$ cat config.mk
export PLATFORM = sky130hd
export DESIGN_NAME = spi_arbiter_flat
export DESIGN_NICKNAME = d
export VERILOG_FILES = /design/src/rtl/spi_arbiter_if.sv /design/src/rtl/spi_arbiter.sv /design/src/flat_wrapper.sv
export SDC_FILE = /design/constraint.sdc
export NUM_CORES = 1
export LEC_CHECK = 0
export CAP_MARGIN = 30
export CELL_PAD_IN_SITES_DETAIL_PLACEMENT = 1
export CELL_PAD_IN_SITES_GLOBAL_PLACEMENT = 2
export CORE_MARGIN = 10
export CORE_UTILIZATION = 32
export CTS_CLUSTER_SIZE = 28
export DETAILED_ROUTE_END_ITERATION = 6
export HOLD_SLACK_MARGIN = 0.1
export PLACE_DENSITY_LB_ADDON = 0.1
export SYNTH_ARGS = -nofsm -noshare
export SYNTH_HDL_FRONTEND = slang
export SYNTH_SLANG_ARGS = --single-unit
$ cat constraint.sdc
create_clock -name i_clk -period 3.2 [get_ports i_clk]
set_clock_uncertainty 0.1 [all_clocks]
set_input_delay 0.48 -clock i_clk [delete_from_list [all_inputs] [get_ports i_clk]]
set_output_delay 0.48 -clock i_clk [all_outputs]
set_load 0.01 [all_outputs]
$ cat src/rtl/spi_arbiter_if.sv
// spi_arbiter_if -- bundle of requester-side and SPI-controller-side signals
// for the two-requester SPI arbiter.
//
//   i_req[1:0]                 per-requester burst request
//   o_gnt[1:0]                 one-hot grant, held for the whole burst
//   i_tx_data0/1, i_tx_last0/1 next TX word and end-of-burst flag per requester
//   o_tx_ready                 word/last of the granted requester captured this cycle
//   o_rx_data, o_rx_valid      received word for the granted requester
//   o_timeout                  burst aborted: no done within the allowed window
//   o_spi_start, o_spi_data    start pulse and TX word to the SPI controller
//   i_spi_data, i_spi_done     RX word and word-complete pulse from the controller
//   i_spi_busy                 controller busy flag
//
// slave  : the arbiter's view.
// master : the requesters plus the SPI controller.
interface spi_arbiter_if #(
  parameter int DATA_WIDTH = 8
);
  logic [1:0]            i_req;
  logic [1:0]            o_gnt;
  logic [DATA_WIDTH-1:0] i_tx_data0;
  logic [DATA_WIDTH-1:0] i_tx_data1;
  logic                  i_tx_last0;
  logic                  i_tx_last1;
  logic                  o_tx_ready;
  logic [DATA_WIDTH-1:0] o_rx_data;
  logic                  o_rx_valid;
  logic                  o_timeout;
  logic                  o_spi_start;
  logic [DATA_WIDTH-1:0] o_spi_data;
  logic [DATA_WIDTH-1:0] i_spi_data;
  logic                  i_spi_done;
  logic                  i_spi_busy;

  modport slave (
    input  i_req, i_tx_data0, i_tx_data1, i_tx_last0, i_tx_last1,
           i_spi_data, i_spi_done, i_spi_busy,
    output o_gnt, o_tx_ready, o_rx_data, o_rx_valid, o_timeout,
           o_spi_start, o_spi_data
  );

  modport master (
    output i_req, i_tx_data0, i_tx_data1, i_tx_last0, i_tx_last1,
           i_spi_data, i_spi_done, i_spi_busy,
    input  o_gnt, o_tx_ready, o_rx_data, o_rx_valid, o_timeout,
           o_spi_start, o_spi_data
  );
endinterface

$ cat src/rtl/spi_arbiter.sv
// spi_arbiter -- round-robin arbiter that lets two requesters share one SPI
// controller, one burst at a time. A burst is a sequence of words ending on
// the word whose last flag is set, or aborted when the controller does not
// answer a word within TIMEOUT cycles.
//
// Ports:
//   i_clk  system clock
//   i_rst  asynchronous active-high reset
//   bus    spi_arbiter_if.slave (requester handshake + SPI controller side)
//
// Parameters:
//   DATA_WIDTH  SPI word width (must match the interface instance)
//   TIMEOUT     cycles allowed per word between start pulse and done pulse
module spi_arbiter #(
  parameter int DATA_WIDTH = 8,
  parameter int TIMEOUT    = 1024
) (
  input  logic         i_clk,
  input  logic         i_rst,
  spi_arbiter_if.slave bus
);

  localparam int              CW       = (TIMEOUT > 1) ? $clog2(TIMEOUT) : 1;
  localparam logic [CW-1:0]   CNT_LAST = CW'(TIMEOUT - 1);

  typedef enum logic [2:0] {IDLE, LOAD, START, WAIT, RELEASE} state_t;

  state_t                state;
  logic                  ptr;      // requester served by the previous burst
  logic                  sel;      // requester owning the current burst
  logic                  tx_last;
  logic [DATA_WIDTH-1:0] tx_word;
  logic [CW-1:0]         cnt;
  logic                  pick;

  // A lone request wins outright; on contention the one not served last wins.
  always_comb begin
    pick = bus.i_req[1];
    if (bus.i_req == 2'b11) pick = ~ptr;
  end

  always_ff @(posedge i_clk or posedge i_rst) begin
    if (i_rst) begin
      // NOTE: every register, outputs included, has a defined reset value so a
      // burst interrupted by reset leaves nothing behind.
      state           <= IDLE;
      ptr             <= 1'b1;   // "last served = 1" makes requester 0 favoured
      sel             <= 1'b0;
      tx_last         <= 1'b0;
      tx_word         <= '0;
      cnt             <= '0;
      bus.o_gnt       <= 2'b00;
      bus.o_tx_ready  <= 1'b0;
      bus.o_rx_valid  <= 1'b0;
      bus.o_timeout   <= 1'b0;
      bus.o_spi_start <= 1'b0;
      bus.o_spi_data  <= '0;
      bus.o_rx_data   <= '0;
    end else begin
      // NOTE: pulse outputs default low here; a later non-blocking assignment
      // in the case below overrides this for the one cycle it should be high.
      bus.o_tx_ready  <= 1'b0;
      bus.o_rx_valid  <= 1'b0;
      bus.o_timeout   <= 1'b0;
      bus.o_spi_start <= 1'b0;

      case (state)
        IDLE: begin
          if (|bus.i_req) begin
            sel            <= pick;
            bus.o_gnt      <= pick ? 2'b10 : 2'b01;
            // Raised on entry so the pulse coincides with the LOAD cycle,
            // i.e. the cycle whose data is captured.
            bus.o_tx_ready <= 1'b1;
            state          <= LOAD;
          end
        end

        LOAD: begin
          tx_word <= sel ? bus.i_tx_data1 : bus.i_tx_data0;
          tx_last <= sel ? bus.i_tx_last1 : bus.i_tx_last0;
          state   <= START;
        end

        START: begin
          if (!bus.i_spi_busy) begin
            bus.o_spi_start <= 1'b1;
            bus.o_spi_data  <= tx_word;
            cnt             <= '0;
            state           <= WAIT;
          end
        end

        WAIT: begin
          // done is tested first so it wins over a coincident timeout.
          if (bus.i_spi_done) begin
            bus.o_rx_data  <= bus.i_spi_data;
            bus.o_rx_valid <= 1'b1;
            if (tx_last) begin
              state <= RELEASE;
            end else begin
              bus.o_tx_ready <= 1'b1;
              state          <= LOAD;
            end
          end else if (cnt == CNT_LAST) begin
            bus.o_timeout <= 1'b1;
            state         <= RELEASE;
          end else begin
            cnt <= cnt + 1'b1;
          end
        end

        RELEASE: begin
          bus.o_gnt <= 2'b00;
          ptr       <= sel;
          state     <= IDLE;
        end

        default: state <= IDLE;
      endcase
    end
  end

endmodule

$ cat src/flat_wrapper.sv
// flat-port wrapper written by rule: the top's interface ports become plain ports
module spi_arbiter_flat 
#(
  parameter int DATA_WIDTH = 8,
  parameter int TIMEOUT    = 1024
)
  (i_clk, i_rst, bus_i_req, bus_i_tx_data0, bus_i_tx_data1, bus_i_tx_last0, bus_i_tx_last1, bus_i_spi_data, bus_i_spi_done, bus_i_spi_busy, bus_o_gnt, bus_o_tx_ready, bus_o_rx_data, bus_o_rx_valid, bus_o_timeout, bus_o_spi_start, bus_o_spi_data);
  spi_arbiter_if #(.DATA_WIDTH(DATA_WIDTH)) bus_i ();
  input  logic i_clk;
  input  logic i_rst;
  input wire logic [$bits(bus_i.i_req)-1:0] bus_i_req;
  input wire logic [$bits(bus_i.i_tx_data0)-1:0] bus_i_tx_data0;
  input wire logic [$bits(bus_i.i_tx_data1)-1:0] bus_i_tx_data1;
  input wire logic [$bits(bus_i.i_tx_last0)-1:0] bus_i_tx_last0;
  input wire logic [$bits(bus_i.i_tx_last1)-1:0] bus_i_tx_last1;
  input wire logic [$bits(bus_i.i_spi_data)-1:0] bus_i_spi_data;
  input wire logic [$bits(bus_i.i_spi_done)-1:0] bus_i_spi_done;
  input wire logic [$bits(bus_i.i_spi_busy)-1:0] bus_i_spi_busy;
  output wire logic [$bits(bus_i.o_gnt)-1:0] bus_o_gnt;
  output wire logic [$bits(bus_i.o_tx_ready)-1:0] bus_o_tx_ready;
  output wire logic [$bits(bus_i.o_rx_data)-1:0] bus_o_rx_data;
  output wire logic [$bits(bus_i.o_rx_valid)-1:0] bus_o_rx_valid;
  output wire logic [$bits(bus_i.o_timeout)-1:0] bus_o_timeout;
  output wire logic [$bits(bus_i.o_spi_start)-1:0] bus_o_spi_start;
  output wire logic [$bits(bus_i.o_spi_data)-1:0] bus_o_spi_data;
  assign bus_i.i_req = bus_i_req;
  assign bus_i.i_tx_data0 = bus_i_tx_data0;
  assign bus_i.i_tx_data1 = bus_i_tx_data1;
  assign bus_i.i_tx_last0 = bus_i_tx_last0;
  assign bus_i.i_tx_last1 = bus_i_tx_last1;
  assign bus_i.i_spi_data = bus_i_spi_data;
  assign bus_i.i_spi_done = bus_i_spi_done;
  assign bus_i.i_spi_busy = bus_i_spi_busy;
  assign bus_o_gnt = bus_i.o_gnt;
  assign bus_o_tx_ready = bus_i.o_tx_ready;
  assign bus_o_rx_data = bus_i.o_rx_data;
  assign bus_o_rx_valid = bus_i.o_rx_valid;
  assign bus_o_timeout = bus_i.o_timeout;
  assign bus_o_spi_start = bus_i.o_spi_start;
  assign bus_o_spi_data = bus_i.o_spi_data;
  spi_arbiter #(.DATA_WIDTH(DATA_WIDTH), .TIMEOUT(TIMEOUT)) u_core (.i_clk(i_clk), .i_rst(i_rst), .bus(bus_i));
endmodule
==> impl_summary.md <==
Run status
The flow ran to the end, and the final reports show no timing, DRC or antenna violations.

Critical path
The type of the worst setup path is register to register. STA puts the critical path data required time at 3.29 ns. Of all nets on the critical path, the largest fanout is 14. The kind of end point of the critical path is a register. STA classifies the critical path startpoint as a register. Data on the critical path arrives at its endpoint at 2.05 ns.

Clocking
The post-CTS setup-driven buffer insertion count is 0. Clock-pin slew was measured on the worst setup and hold paths at 0.09 ns. The hold buffer count at CTS is 0.

The clock passes through at most 2 buffers. The count of clock tree sinks is 46. The H-tree was split into 2 levels. The number of clock buffers added by TritonCTS is 5.

At the later pin of the worst-skew pair, clock insertion delay measures 0.30 ns. TritonCTS built the clock tree. The tree is rooted in a sky130_fd_sc_hd__clkbuf_8.

Post-CTS repair changed the size of 0 cells.

Min path
The tightest min-delay check is of the register to register type.

Detailed routing
The iteration-0 DRC count of the detailed router is 32. Once detail routing completed, the nets flagged for antenna violations numbered 0. The final route contains roughly 1700 vias. The first-pass iteration count of the detailed router is 4. After detailed routing, the number of vias per cell comes to between 5 and 6. In the routed design, unresolved DRC markers number 0. The sum of routed wire length over all layers is 5600 um.

Dividing the detail-routed wire length by the instance count gives approximately 17 um.

GRT
For this run, the total global-route usage over all layers was measured as 11.3%. The overall overflow remaining after global route is 0. The first global-routing pass estimated 9400 um of wire. The via count of the first global-routing pass came to 1898. The number of antenna violations at the first check in global routing is 0.

Entering global routing, the biggest net connects 28 pins.

Synthesis
The total nets after synthesis is 238. During synthesis, Yosys emitted a total of 0 warnings. The number of instances in the synthesized netlist is 205. After Yosys synthesis, and, or, nand and nor cells account for 20.9% of the synthesized area.

The mux cell area share after synthesis is 9.51%. In this run, synthesis inferred 0 flip-flops with an integrated enable. After synthesis, the mean cell area works out to 10.3 um2. After synthesis, the netlist uses 43 different library cells. Summing the areas of all xor and xnor instances in the mapped netlist gives 0% of the synthesized area. Summing the areas of all compound-gate instances in the mapped netlist gives 12.0% of the synthesized area.

The synthesized netlist devotes 0.591% of its cell area to adder and majority cells. In this run the cell area of the synthesized design comes to 2120 um2. After synthesis, the share of flip-flops with an asynchronous set or reset is 100%.

The most used flip-flop cell after synthesis is sky130_fd_sc_hd__dfrtp_1. The largest family of logic cells by synthesized area is simple AND/OR/NAND/NOR gates. Synthesis inferred 46 register bits. Summing the sequential cell areas from Yosys gives around 54% of the chip area.

Final layout
At the end of the flow the core is filled with cells to 44.0%. The synthesis-to-layout area growth is 32.7%. The final layout contains 292 nets. In the final layout, the share of cells above drive strength 1 is 10.0%. The number of antenna cells inserted is 0. Leaving out fill and tap cells, the most frequent cells in the layout are 53 x sky130_fd_sc_hd__clkdlybuf4s50_1, 45 x sky130_fd_sc_hd__dfrtp_1, 36 x sky130_fd_sc_hd__nand2_1.

After filler insertion, the fill cell instance count of the layout stands at 710. Leaving out fill and tap cells, the most frequent cell in the layout is sky130_fd_sc_hd__clkdlybuf4s50_1. The final instance area is 2810 um2.

Placed design
Detailed placement ended at an HPWL of 4180 um. The number of input and output port buffers inserted is between 50 and 60. The worst setup timing slack at the placement stage is 0.952 ns. The final RePlAce weighted congestion is approximately 0.70.

Once placement finished, the instance area stood at about 2700 um2.

Timing
The final count of hold timing violations is 0. The worst max-slew margin expressed relative to the limit is between 50% and 60%. The slew of the pin with the lowest slew margin is 0.702 ns. Timing would allow up to 511 MHz. The worst path meets setup with 1.24 ns of slack. The clock period minus final worst setup slack is 1.96 ns. Setup repair after global routing left no endpoint under its margin. The final count of pins violating max slew was 0. The count of final setup violators is 0. Setup total negative slack on the finished layout was measured at 0 ns. The worst path uses 61.2% of the clock period.

Across all hold checks on the routed design, the worst slack comes to 0.389 ns.

Die
Pin placement for this block handled 54 I/O pins. The total number of placement rows is 29. The die is 101 um wide. Measured along the y axis, the die boundary spans 101 um.

The initial cell density of the core is 33.2%. In this run the standard cell core region covers ~6400 um2. The overall die area is about 10000 um2.

Run
The count of maximum capacitance violations is 0.

Pwr
The power density of the placed cells is 823 nW/um2. The leakage power figure is ~1.2 nW. The worst vdd rail ir drop is 0.369 mV.
-- registers in the layout, summed over array words and instances, names as in the netlist --
name                    cells
u_core.sel                  1
u_core.ptr                  1
u_core.bus.o_spi_start      1
u_core.cnt                 10
u_core.bus.o_rx_valid       1
u_core.bus.o_spi_data       8
u_core.bus.o_timeout        1
u_core.state                3
u_core.tx_word              8
u_core.bus.o_gnt            2
u_core.tx_last              1
u_core.bus.o_rx_data        8
u_core.bus.o_tx_ready       1
-- per-layer routing --
layer	vias to the layer above	track usage, %	wire, um
li1	834	-	-
met1	848	14.5	2570
met2	36	17.5	2660
met3	5	3.81	312
met4	0	3.22	51
met5	-	0	0
-- power breakdown --
group	leakage [nW]	internal (mW)	switching (mW)	total (mW)
Sequential	0.560	0.803	0.218	1.02
Combinational	0.592	0.496	0.441	0.937
Clock	0.0385	0.155	0.199	0.354
Total	1.19	1.45	0.858	2.31
-- stage by stage --
step	total power, mW	instances
floorplan	1.55	205
global placement	1.97	328
detailed placement	1.99	329
CTS	2.36	337
global route	2.51	337
finish	2.31	337
-- synth_stat cells, types with 2 or more instances --
cell | number | area share [%]
sky130_fd_sc_hd__dfrtp_1 | 45 | 53
sky130_fd_sc_hd__nand2_1 | 36 | 6.4
sky130_fd_sc_hd__nor2_1 | 16 | 2.8
sky130_fd_sc_hd__a21oi_1 | 11 | 2.6
sky130_fd_sc_hd__o21ai_0 | 11 | 2.6
sky130_fd_sc_hd__mux2i_1 | 10 | 4.7
sky130_fd_sc_hd__a31oi_1 | 8 | 2.4
sky130_fd_sc_hd__mux2_2 | 8 | 4.3
sky130_fd_sc_hd__nand3_1 | 5 | 1.2
sky130_fd_sc_hd__nor3_1 | 5 | 1.2
sky130_fd_sc_hd__buf_2 | 4 | 0.95
sky130_fd_sc_hd__o21ai_1 | 4 | 0.95
sky130_fd_sc_hd__o31ai_1 | 4 | 1.4
sky130_fd_sc_hd__and3_1 | 3 | 0.89
sky130_fd_sc_hd__nand2b_1 | 3 | 0.89
sky130_fd_sc_hd__nand4_1 | 3 | 0.89
sky130_fd_sc_hd__clkbuf_1 | 2 | 0.35
sky130_fd_sc_hd__nor2b_1 | 2 | 0.59
-- path summary, 6_finish.rpt --
kind	startpoint	to	slack, ns	cells after the start
worst max register to register	u_core.state[0]$_DFFE_PP0P_	u_core.cnt[9]$_DFFE_PP0P_	1.24	4
max in group asynchronous	i_rst	u_core.ptr$_DFFE_PP1P_	1.92	4
worst min register to register	u_core.bus.o_gnt[1]$_DFFE_PP0P_	u_core.bus.o_gnt[1]$_DFFE_PP0P_	0.39	2
worst max-delay path	u_core.state[0]$_DFFE_PP0P_	u_core.cnt[9]$_DFFE_PP0P_	1.24	4
worst min-delay path	u_core.bus.o_gnt[1]$_DFFE_PP0P_	u_core.bus.o_gnt[1]$_DFFE_PP0P_	0.39	2
min in group asynchronous	i_rst	u_core.bus.o_gnt[1]$_DFFE_PP0P_	0.40	2
-- critical path, stage by stage, from the launching register on --
cell and delay [ns]:
sky130_fd_sc_hd__dfrtp_1 0.71, sky130_fd_sc_hd__mux2i_1 0.30, sky130_fd_sc_hd__nor2b_1 0.36, sky130_fd_sc_hd__nand2_4 0.09
sky130_fd_sc_hd__a211o_1 0.29
-- logic make-up (layout without fill, tap and decap cells) --
kind of cell,after synthesis,after routing
muxes,19,19
buffers and inverters,10,65
DFF,46,46
adders and majority gates,1,1
AOI/OAI and AO/OA,43,43
and+or+nand+nor,86,86
-- cell type report --
type | instances | area, um2 | share of cell area [%]
Sequential cell | 46 | 1150 | 41.0
Multi-Input combinational cell | 149 | 912 | 32.5
Timing Repair Buffer | 55 | 558 | 19.9
Tap cell | 77 | 96.3 | 3.43
Clock buffer | 7 | 76.3 | 2.72
Clock inverter | 1 | 7.51 | 0.267
Inverter | 2 | 7.51 | 0.267
Power figures use the tool's default switching activity.
